===== config.mk =====
export PLATFORM = sky130hd
export DESIGN_NAME = rope_step_scheduler_flat
export DESIGN_NICKNAME = d
export VERILOG_FILES = /design/src/rtl/rope_sim_pkg.sv /design/src/rtl/rope_step_scheduler_if.sv /design/src/rtl/relax_iter_counter.sv /design/src/rtl/rope_step_scheduler.sv /design/src/flat_wrapper.sv
export SDC_FILE = /design/constraint.sdc
export NUM_CORES = 1
export LEC_CHECK = 0
export CORE_ASPECT_RATIO = 0.8
export CORE_MARGIN = 3
export CORE_UTILIZATION = 40
export CTS_CLUSTER_SIZE = 20
export DETAILED_ROUTE_END_ITERATION = 10
export PLACE_DENSITY = 0.67
export SETUP_SLACK_MARGIN = 0.02
export SYNTH_ARGS = -nofsm -noshare
export SYNTH_HDL_FRONTEND = slang
export SYNTH_HIERARCHICAL = 1
export SYNTH_SLANG_ARGS = --single-unit

===== constraint.sdc =====
create_clock -name clk -period 2.1 [get_ports clk]
set_input_delay 0.42 -clock clk [delete_from_list [all_inputs] [get_ports clk]]
set_output_delay 0.42 -clock clk [all_outputs]
set_load 0.01 [all_outputs]

===== src/rtl/rope_sim_pkg.sv =====
// rope_sim_pkg: shared types and constants for the rope/cloth Verlet sequencer.
package rope_sim_pkg;
    typedef enum logic [2:0] {IDLE, VERLET, PIN, SOLVE, WRITE, DONE} sched_state_t;
    localparam int BASE_X       = 200;
    localparam int NODE_SPACING = 10;
    localparam int STEP_CNT_W   = 16;
endpackage


===== src/rtl/rope_step_scheduler_if.sv =====
// rope_step_scheduler_if: step trigger, solver handshake and node-array strobes.
interface rope_step_scheduler_if #(parameter int NUM_NODES = 8);
    import rope_sim_pkg::*;
    localparam int PAIR_W = $clog2(NUM_NODES);
    logic                  start;
    logic                  solve_ack;
    logic                  verlet_state;
    logic [NUM_NODES-1:0]  fix_en;
    logic                  anchor_sel;
    logic                  solve_req;
    logic [PAIR_W-1:0]     pair_idx;
    logic                  busy;
    logic                  done;
    logic [STEP_CNT_W-1:0] step_count;
    modport master (
        input  start, solve_ack,
        output verlet_state, fix_en, anchor_sel, solve_req, pair_idx, busy, done, step_count
    );
    modport slave (
        output start, solve_ack,
        input  verlet_state, fix_en, anchor_sel, solve_req, pair_idx, busy, done, step_count
    );
endinterface


===== src/rtl/relax_iter_counter.sv =====
// relax_iter_counter: nested pair/sweep counter; pair wraps into the next sweep.
module relax_iter_counter #(
    parameter int NUM_NODES   = 8,
    parameter int RELAX_ITERS = 3,
    parameter int PAIR_W      = $clog2(NUM_NODES),
    parameter int ITER_W      = (RELAX_ITERS > 1) ? $clog2(RELAX_ITERS) : 1
) (
    input  logic              clk,
    input  logic              reset,
    input  logic              clear_i,
    input  logic              advance_i,
    output logic [PAIR_W-1:0] pair_o,
    output logic [ITER_W-1:0] iter_o,
    output logic              last_pair_o,
    output logic              last_iter_o
);
    logic [PAIR_W-1:0] pair_q, pair_d;
    logic [ITER_W-1:0] iter_q, iter_d;
    always_ff @(posedge clk or posedge reset) begin
        if (reset) begin
            pair_q <= '0;
            iter_q <= '0;
        end else begin
            pair_q <= pair_d;
            iter_q <= iter_d;
        end
    end
    always_comb begin
        pair_d = clear_i ? '0 : advance_i ? (last_pair_o ? '0 : pair_q + 1'b1) : pair_q;
        iter_d = clear_i ? '0 : (advance_i && last_pair_o) ? (last_iter_o ? '0 : iter_q + 1'b1) : iter_q;
    end
    assign pair_o      = pair_q;
    assign iter_o      = iter_q;
    assign last_pair_o = pair_q == PAIR_W'(NUM_NODES - 2);
    assign last_iter_o = iter_q == ITER_W'(RELAX_ITERS - 1);
endmodule


===== src/rtl/rope_step_scheduler.sv =====
// rope_step_scheduler: per-step Verlet pulse, optional anchor pin, then relaxation sweeps.
// Define ROPE_SCHED_PIN_EN to include the PIN state that re-pins node 0 each step.
module rope_step_scheduler
    import rope_sim_pkg::*;
#(
    parameter int NUM_NODES   = 8,
    parameter int RELAX_ITERS = 3,
    parameter int PAIR_W      = $clog2(NUM_NODES)
) (
    input logic                    clk,
    input logic                    reset,
    rope_step_scheduler_if.master  bus
);
    localparam int ITER_W = (RELAX_ITERS > 1) ? $clog2(RELAX_ITERS) : 1;
    sched_state_t          state_q, state_d;
    logic [STEP_CNT_W-1:0] step_cnt_q, step_cnt_d;
    logic [PAIR_W-1:0]     pair;
    logic [ITER_W-1:0]     iter;
    logic                  last_pair, last_iter;
    logic                  unused_iter;
    relax_iter_counter #(
        .NUM_NODES  (NUM_NODES),
        .RELAX_ITERS(RELAX_ITERS),
        .PAIR_W     (PAIR_W),
        .ITER_W     (ITER_W)
    ) u_cnt (
        .clk        (clk),
        .reset      (reset),
        .clear_i    (state_q == VERLET),
        .advance_i  (state_q == WRITE),
        .pair_o     (pair),
        .iter_o     (iter),
        .last_pair_o(last_pair),
        .last_iter_o(last_iter)
    );
    assign unused_iter = ^iter;
    always_ff @(posedge clk or posedge reset) begin
        if (reset) begin
            state_q    <= IDLE;
            step_cnt_q <= '0;
        end else begin
            state_q    <= state_d;
            step_cnt_q <= step_cnt_d;
        end
    end
    always_comb begin
        state_d = state_q;
        case (state_q)
            IDLE:    state_d = bus.start ? VERLET : IDLE;
`ifdef ROPE_SCHED_PIN_EN
            VERLET:  state_d = PIN;
`else
            VERLET:  state_d = SOLVE;
`endif
            PIN:     state_d = SOLVE;
            SOLVE:   state_d = bus.solve_ack ? WRITE : SOLVE;
            WRITE:   state_d = (last_pair && last_iter) ? DONE : SOLVE;
            DONE:    state_d = IDLE;
            default: state_d = IDLE;
        endcase
        step_cnt_d = (state_q == DONE) ? step_cnt_q + 1'b1 : step_cnt_q;
    end
    // Outputs decode straight from registered state, so an async reset clears them at once.
    assign bus.verlet_state = state_q == VERLET;
    assign bus.fix_en       = (state_q == WRITE) ? (NUM_NODES'(3) << pair) :
                              (state_q == PIN)   ? NUM_NODES'(1) : '0;
`ifdef ROPE_SCHED_PIN_EN
    assign bus.anchor_sel   = state_q == PIN;
`else
    assign bus.anchor_sel   = 1'b0;
`endif
    assign bus.solve_req    = state_q == SOLVE;
    assign bus.pair_idx     = pair;
    assign bus.busy         = state_q != IDLE;
    assign bus.done         = state_q == DONE;
    assign bus.step_count   = step_cnt_q;
endmodule


===== src/flat_wrapper.sv =====
// flat-port wrapper written by rule: the top's interface ports become plain ports
module rope_step_scheduler_flat import rope_sim_pkg::*;
#(
    parameter int NUM_NODES   = 8,
    parameter int RELAX_ITERS = 3,
    parameter int PAIR_W      = $clog2(NUM_NODES)
)
  (clk, reset, bus_start, bus_solve_ack, bus_verlet_state, bus_fix_en, bus_anchor_sel, bus_solve_req, bus_pair_idx, bus_busy, bus_done, bus_step_count);
  rope_step_scheduler_if #(.NUM_NODES(NUM_NODES)) bus_i ();
  input logic clk;
  input logic reset;
  input wire logic [$bits(bus_i.start)-1:0] bus_start;
  input wire logic [$bits(bus_i.solve_ack)-1:0] bus_solve_ack;
  output wire logic [$bits(bus_i.verlet_state)-1:0] bus_verlet_state;
  output wire logic [$bits(bus_i.fix_en)-1:0] bus_fix_en;
  output wire logic [$bits(bus_i.anchor_sel)-1:0] bus_anchor_sel;
  output wire logic [$bits(bus_i.solve_req)-1:0] bus_solve_req;
  output wire logic [$bits(bus_i.pair_idx)-1:0] bus_pair_idx;
  output wire logic [$bits(bus_i.busy)-1:0] bus_busy;
  output wire logic [$bits(bus_i.done)-1:0] bus_done;
  output wire logic [$bits(bus_i.step_count)-1:0] bus_step_count;
  assign bus_i.start = bus_start;
  assign bus_i.solve_ack = bus_solve_ack;
  assign bus_verlet_state = bus_i.verlet_state;
  assign bus_fix_en = bus_i.fix_en;
  assign bus_anchor_sel = bus_i.anchor_sel;
  assign bus_solve_req = bus_i.solve_req;
  assign bus_pair_idx = bus_i.pair_idx;
  assign bus_busy = bus_i.busy;
  assign bus_done = bus_i.done;
  assign bus_step_count = bus_i.step_count;
  rope_step_scheduler #(.NUM_NODES(NUM_NODES), .RELAX_ITERS(RELAX_ITERS), .PAIR_W(PAIR_W)) u_core (.clk(clk), .reset(reset), .bus(bus_i));
endmodule

# After elaboration in Yosys (flattened, before gate mapping)

Cells that the tools add are included.

Reductions and logical operators: 7
Add/subtract/negate cells: 3
Multiplexer cells: 12
Shift operators: 1
Eq/ne operators: 7

Operators with widths:

| cell                    | count |
|---|---|
| $add A16 B1 Y16 const B | 1 |
| $mux W3                 | 5 |
| $pmux W3 S4             | 1 |
| $eq A3 B3 Y1 const B    | 3 |
| $mux W8                 | 1 |
| $shl A2 B3 Y8 const A   | 1 |
| $eq A3 B2 Y1 const B    | 2 |
| $mux W2                 | 3 |
| $reduce_bool A2 Y1      | 2 |
| $add A3 B1 Y3 const B   | 1 |
| $eq A3 B1 Y1 const B    | 1 |
| $logic_not A3 Y1        | 1 |
| $reduce_bool A3 Y1      | 1 |
| $add A2 B1 Y2 const B   | 1 |
| $eq A2 B2 Y1 const B    | 1 |
| $logic_and A1 B1 Y1     | 2 |
| $mux W1                 | 2 |
| $reduce_or A2 Y1        | 1 |

Register bits after elaboration: 24
Word-level logic and storage cells: 34
Output and inout bits: 32

# Depth between registers and ports, before layout

Depth in word-level cells: 4
Gate-level depth with buffers: 7
Mapped depth without buffers: 6

# Hierarchy

Netlist, hierarchy kept.

By module, submodules not included:

| module              | seq. area each (um2) | area an instance (um2) | instances | cells an instance |
|---|---|---|---|---|
| rope_step_scheduler | 475.5                | 1064.8                 | 1         | 103 |
| relax_iter_counter  | 125.1                | 247.7                  | 1         | 24 |

# Least setup slack after synthesis

No wires, ideal clock.

Path type: reg-to-reg
Start: reg u_core.state_q[1]
End: reg u_core.u_cnt.iter_q[1] (netlist: u_core/u_cnt/iter_o[1])
Stages on the path, launching flop included: 7
Data required time: 2026 ps
Path buffers: 0
Setup slack: 388 ps
Data arrival time: 1638 ps
Library setup time: 74 ps
Cell sequence: dfrtp_1 nor2b_4 nand2_1 inv_1 nand4b_2 or3b_1 a21oi_2

Word-level cells in the longest chain between the ends: 3
Elaborated cells between the ends (all ways): 5

Ends and longest elaborated chain:

| what                                | RTL line                  | RTL |
|---|---|---|
| from (decl)                         | rope_step_scheduler.sv:15 | `sched_state_t state_q, state_d;` |
| from (signal assigned)              | rope_step_scheduler.sv:42 | `state_q <= state_d;` |
| $eq A3 B3 Y1                        | rope_step_scheduler.sv:30 | `.advance_i (state_q == WRITE),` |
| $logic_and A1 B1 Y1                 | relax_iter_counter.sv:30  | `iter_d = clear_i ? '0 : (advance_i && last_pair_o) ? (last_iter_o ? '0 : iter_q + 1'b1) : iter_q;` |
| $reduce_bool A2 Y1 (no source line) | n/a                       |  |
| to (signal assigned)                | relax_iter_counter.sv:25  | `iter_q <= iter_d;` |
| to (decl)                           | relax_iter_counter.sv:18  | `logic [ITER_W-1:0] iter_q, iter_d;` |

Parallel ways exist; a longest one is shown, timed or not.
A chain may end at the register's enable or synchronous reset.

# Worst setup path after layout

Start: reg u_core.u_cnt.pair_q[2] (netlist: u_core/u_cnt/pair_o[2])
End: out bus_pair_idx[2]

RTL lines:

| what                   | RTL line                 | RTL |
|---|---|---|
| from (decl)            | relax_iter_counter.sv:17 | `logic [PAIR_W-1:0] pair_q, pair_d;` |
| from (signal assigned) | relax_iter_counter.sv:24 | `pair_q <= pair_d;` |
| to (decl)              | flat_wrapper.sv:18       | `output wire logic [$bits(bus_i.pair_idx)-1:0] bus_pair_idx;` |

No word-level cell between the ends.

==> out/qor.csv <==
metric,value,unit
# IOs,36,
"Data arrival, critical path",1.50,ns
mux share of post-synthesis cell area,1.53,%
GRT Resource Usage Total,14.6,%
number of global-route vias before repair,1019,
CP endpoint kind,primary output,
Post-Synth XOR/XNOR Area,10.0,%
power per cell area,828,nW/um^2
fillers,262,
status,"complete, no violations",
skew final,0.00312,ns
antenna cells,0,
CP top delay family,flip-flops,
Setup crit start kind,register,
fin crit period,1.92,ns
first-pass GRT wire length,4800,um
Setup Slack @ Placement,0.166,ns
Max IR drop VDD,0.590,mV
post-synth top area cell,dfrtp_1,
Hold Fails Final Rpt,0,
Layout Cells excl Fill,211,
Synth-to-Final Area Change,38.2,%
met1 Usage GRT,19.5,%
RSZ-0062 raised after global routing,false,
worst-path cell chain,clkdlybuf4s50_1,
clock root buffer,clkbuf_8,
sw power,0.514,mW
Synth Area in Compound Gates,6.10,%
largest family of logic cells by synthesized area,simple AND/OR/NAND/NOR gates,
initial antenna violation count,0,
Post-Syn Area per Cell,10.3,um^2
chip height,57.2,um
drt via density,5.00,
routability cong.,0.782,
Cell Int Power,0.988,mW
post-synthesis instance area,1310,um^2
Final Cycle Share,91.4,%
Critical Path Fanout Max,14,
Netlist cell types,38,
Overflow after GRT,0,
die area,4010,um^2
Clock Latency Late Sink,0.26,ns
worst min path class,input port to async pin,
DR pass1 iterations,4,
Clk pwr share,20.2,%
Reg power frac,39.8,%
num rows,17,
Post-Synth Simple-Gate Area,29.1,%
total CTS buffers,3,
Routed WL per cell,13.5,um
CP max stage cell,dfrtp_1,
CTS tree,yes,
logic gate share of total power,40.0,%
Chip Width,70.0,um
critical path class,register to primary output,
WL final,2850,um
Clock Tree Buf Depth,2,
Clock transition at path regs,0.08,ns
Ys Warns,6,
Crit path required time,1.68,ns
layout cell share with drive strength beyond 1,15.6,%
post-route cell area,1810,um^2
hold buffer count at CTS,0,
vias,1054,
Initial Util,44.7,%
sw frac,34.2,%
Area contributors post-synth,"dfrtp_1 46%, xnor2_1 5.3%, xor2_1 4.7%, nand2_1 4.3%, nand4_4 3.2%",
CTS H-tree lvls,1,
post-synthesis sequential area ratio,45.8,%
dpl cell area,1750,um^2
most used routing layer,met2,
post-placement cell count,205,
final setup violation count,0,
crit-path max cell delay,0.62,ns
clk sinks,24,
largest net degree at the start of global routing,20,
final slew viol count,0,
post-detailed-route count of antenna-violating nets,0,
Min Hold Slack,0.386,ns
register bit total from synthesis,24,
M3 GR Usage,4.23,%
Detail Placement HPWL,2210,um
FF-to-FF Start,u_core/state_q[1],
crit path from,u_core/u_cnt/pair_o[2],
Residual DRC,0,
Core ar.,2940,um^2
final net count,181,
Mapped Nets,134,
Port Buf Inserts,34,
WP buf/inv,1,
Synth Area in Adders,2.86,%
Max Cap Viol,0,
met2 usage,24.2,%
FMAX,521,MHz
drt initial violations,42,
LEAKAGE,0.925,nW
Worst Slack Setup Final,0.182,ns
post-synthesis cell count,127,
Setup TNS,0,ns
top-area cell type share of the netlist area,45.8,%
## state kept, by name, indices dropped and copies added (netlist names)
name	cells
u_core/bus.step_count	16
u_core/state_q	3
u_core/u_cnt/pair_o	3
u_core/u_cnt/iter_o	2
## metrics by stage
step | power [mW] | util [%]
floorplan | 0.912 | -
global placement | 1.20 | 59.5
detailed placement | 1.21 | 59.5
CTS | 1.52 | 61.6
global route | 1.60 | 61.8
finish | 1.50 | 61.8
## cells in the final DEF (no fill, tap or decap), types with 2 or more instances in the layout
master / count
inv_1: 9
nor3_2: 2
or3_1: 2
o211a_1: 2
nor2_1: 5
and3_1: 3
dfrtp_1: 24
a21oi_1: 4
buf_4: 10
nand3b_1: 2
xnor2_1: 8
ha_1: 3
nand4_4: 2
nand3_1: 3
clkbuf_8: 4
xor2_1: 7
dlymetal6s2s_1: 3
dlygate4sd2_1: 9
nand2b_1: 2
clkdlybuf4s50_1: 22
nand2_1: 14
nor3_1: 8
o21ai_0: 2
mux2i_1: 2
nand4_1: 3
## final cells by class
cell class                      instances  area (um^2)  share of cell area [%]
Inverter                               10         42.5                    2.34
Tap cell                               38         47.5                    2.62
Sequential cell                        24          601                    33.1
Multi-Input combinational cell         91          657                    36.2
Timing Repair Buffer                   44          412                    22.7
Clock buffer                            4         55.1                    3.03
## worst reg2reg max path: stages (launching register included)
cell      delay, ns
dfrtp_1        0.42
nor2b_4        0.13
nand2_2        0.10
inv_1          0.12
buf_4          0.17
nand4b_2       0.14
or3b_1         0.43
a21oi_2        0.12
## worst paths after layout
kind                                             end  slack [ns]  depth (start not counted)
max in group asynchronous  u_core/bus.step_count[10]        1.39                          3
max                                  bus_pair_idx[2]        0.18                          1
min reg2reg                u_core/bus.step_count[15]        0.49                          1
min                           u_core/u_cnt/pair_o[2]        0.39                          2
min in group clk           u_core/bus.step_count[15]        0.49                          1
max reg2reg                   u_core/u_cnt/iter_o[1]        0.40                          7
## Yosys cell counts, drive strengths merged
| library cell | instances |
|---|---|
| o22ai | 1 |
| and3 | 3 |
| nor3b | 1 |
| conb | 1 |
| or3b | 1 |
| nor4 | 1 |
| buf | 2 |
| nor2 | 5 |
| xor2 | 7 |
| nand4 | 6 |
| nand4b | 1 |
| and2 | 1 |
| or3 | 2 |
| nand2b | 2 |
| xnor2 | 8 |
| nor2b | 2 |
| nand3b | 2 |
| and4 | 1 |
| mux2i | 2 |
| dfrtp | 24 |
| a21oi | 5 |
| nor3 | 10 |
| nand2 | 16 |
| a31oi | 1 |
| a311oi | 1 |
| ha | 3 |
| o21ai | 2 |
| nand3 | 3 |
| or2 | 1 |
| inv | 10 |
| o211a | 2 |
## power groups by stage
| stage | registers (mW) | logic [mW] | clock network, mW |
|---|---|---|---|
| global placement | 0.608 | 0.588 | 0 |
| detailed placement | 0.613 | 0.593 | 0 |
| finish | 0.598 | 0.601 | 0.303 |
| CTS | 0.600 | 0.608 | 0.314 |
| global route | 0.610 | 0.658 | 0.336 |
| floorplan | 0.636 | 0.276 | 0 |
## logic make-up after synthesis
| kind of cell | after synthesis |
|---|---|
| AOI/OAI and AO/OA | 12 |
| xor gates and xnor gates | 15 |
| adders and majority gates | 3 |
| buffers and inverters | 12 |
| DFF | 24 |
| muxes | 2 |
| other | 1 |
| and+or+nand+nor | 58 |
## layer usage
layer / vias to the layer above / part of all wire, %
li1: 528 / -
met1: 503 / 49
met2: 21 / 46
met3: 2 / 4.7
met4: 0 / 0.42
met5: - / 0
## what timing repair did
action                     in CTS  in global routing
setup endpoints to repair      11                  3
buffers inserted                2                  0
gates resized for setup        10                  3
pin swaps                       0                  0
(Power assumes the default switching activity.)
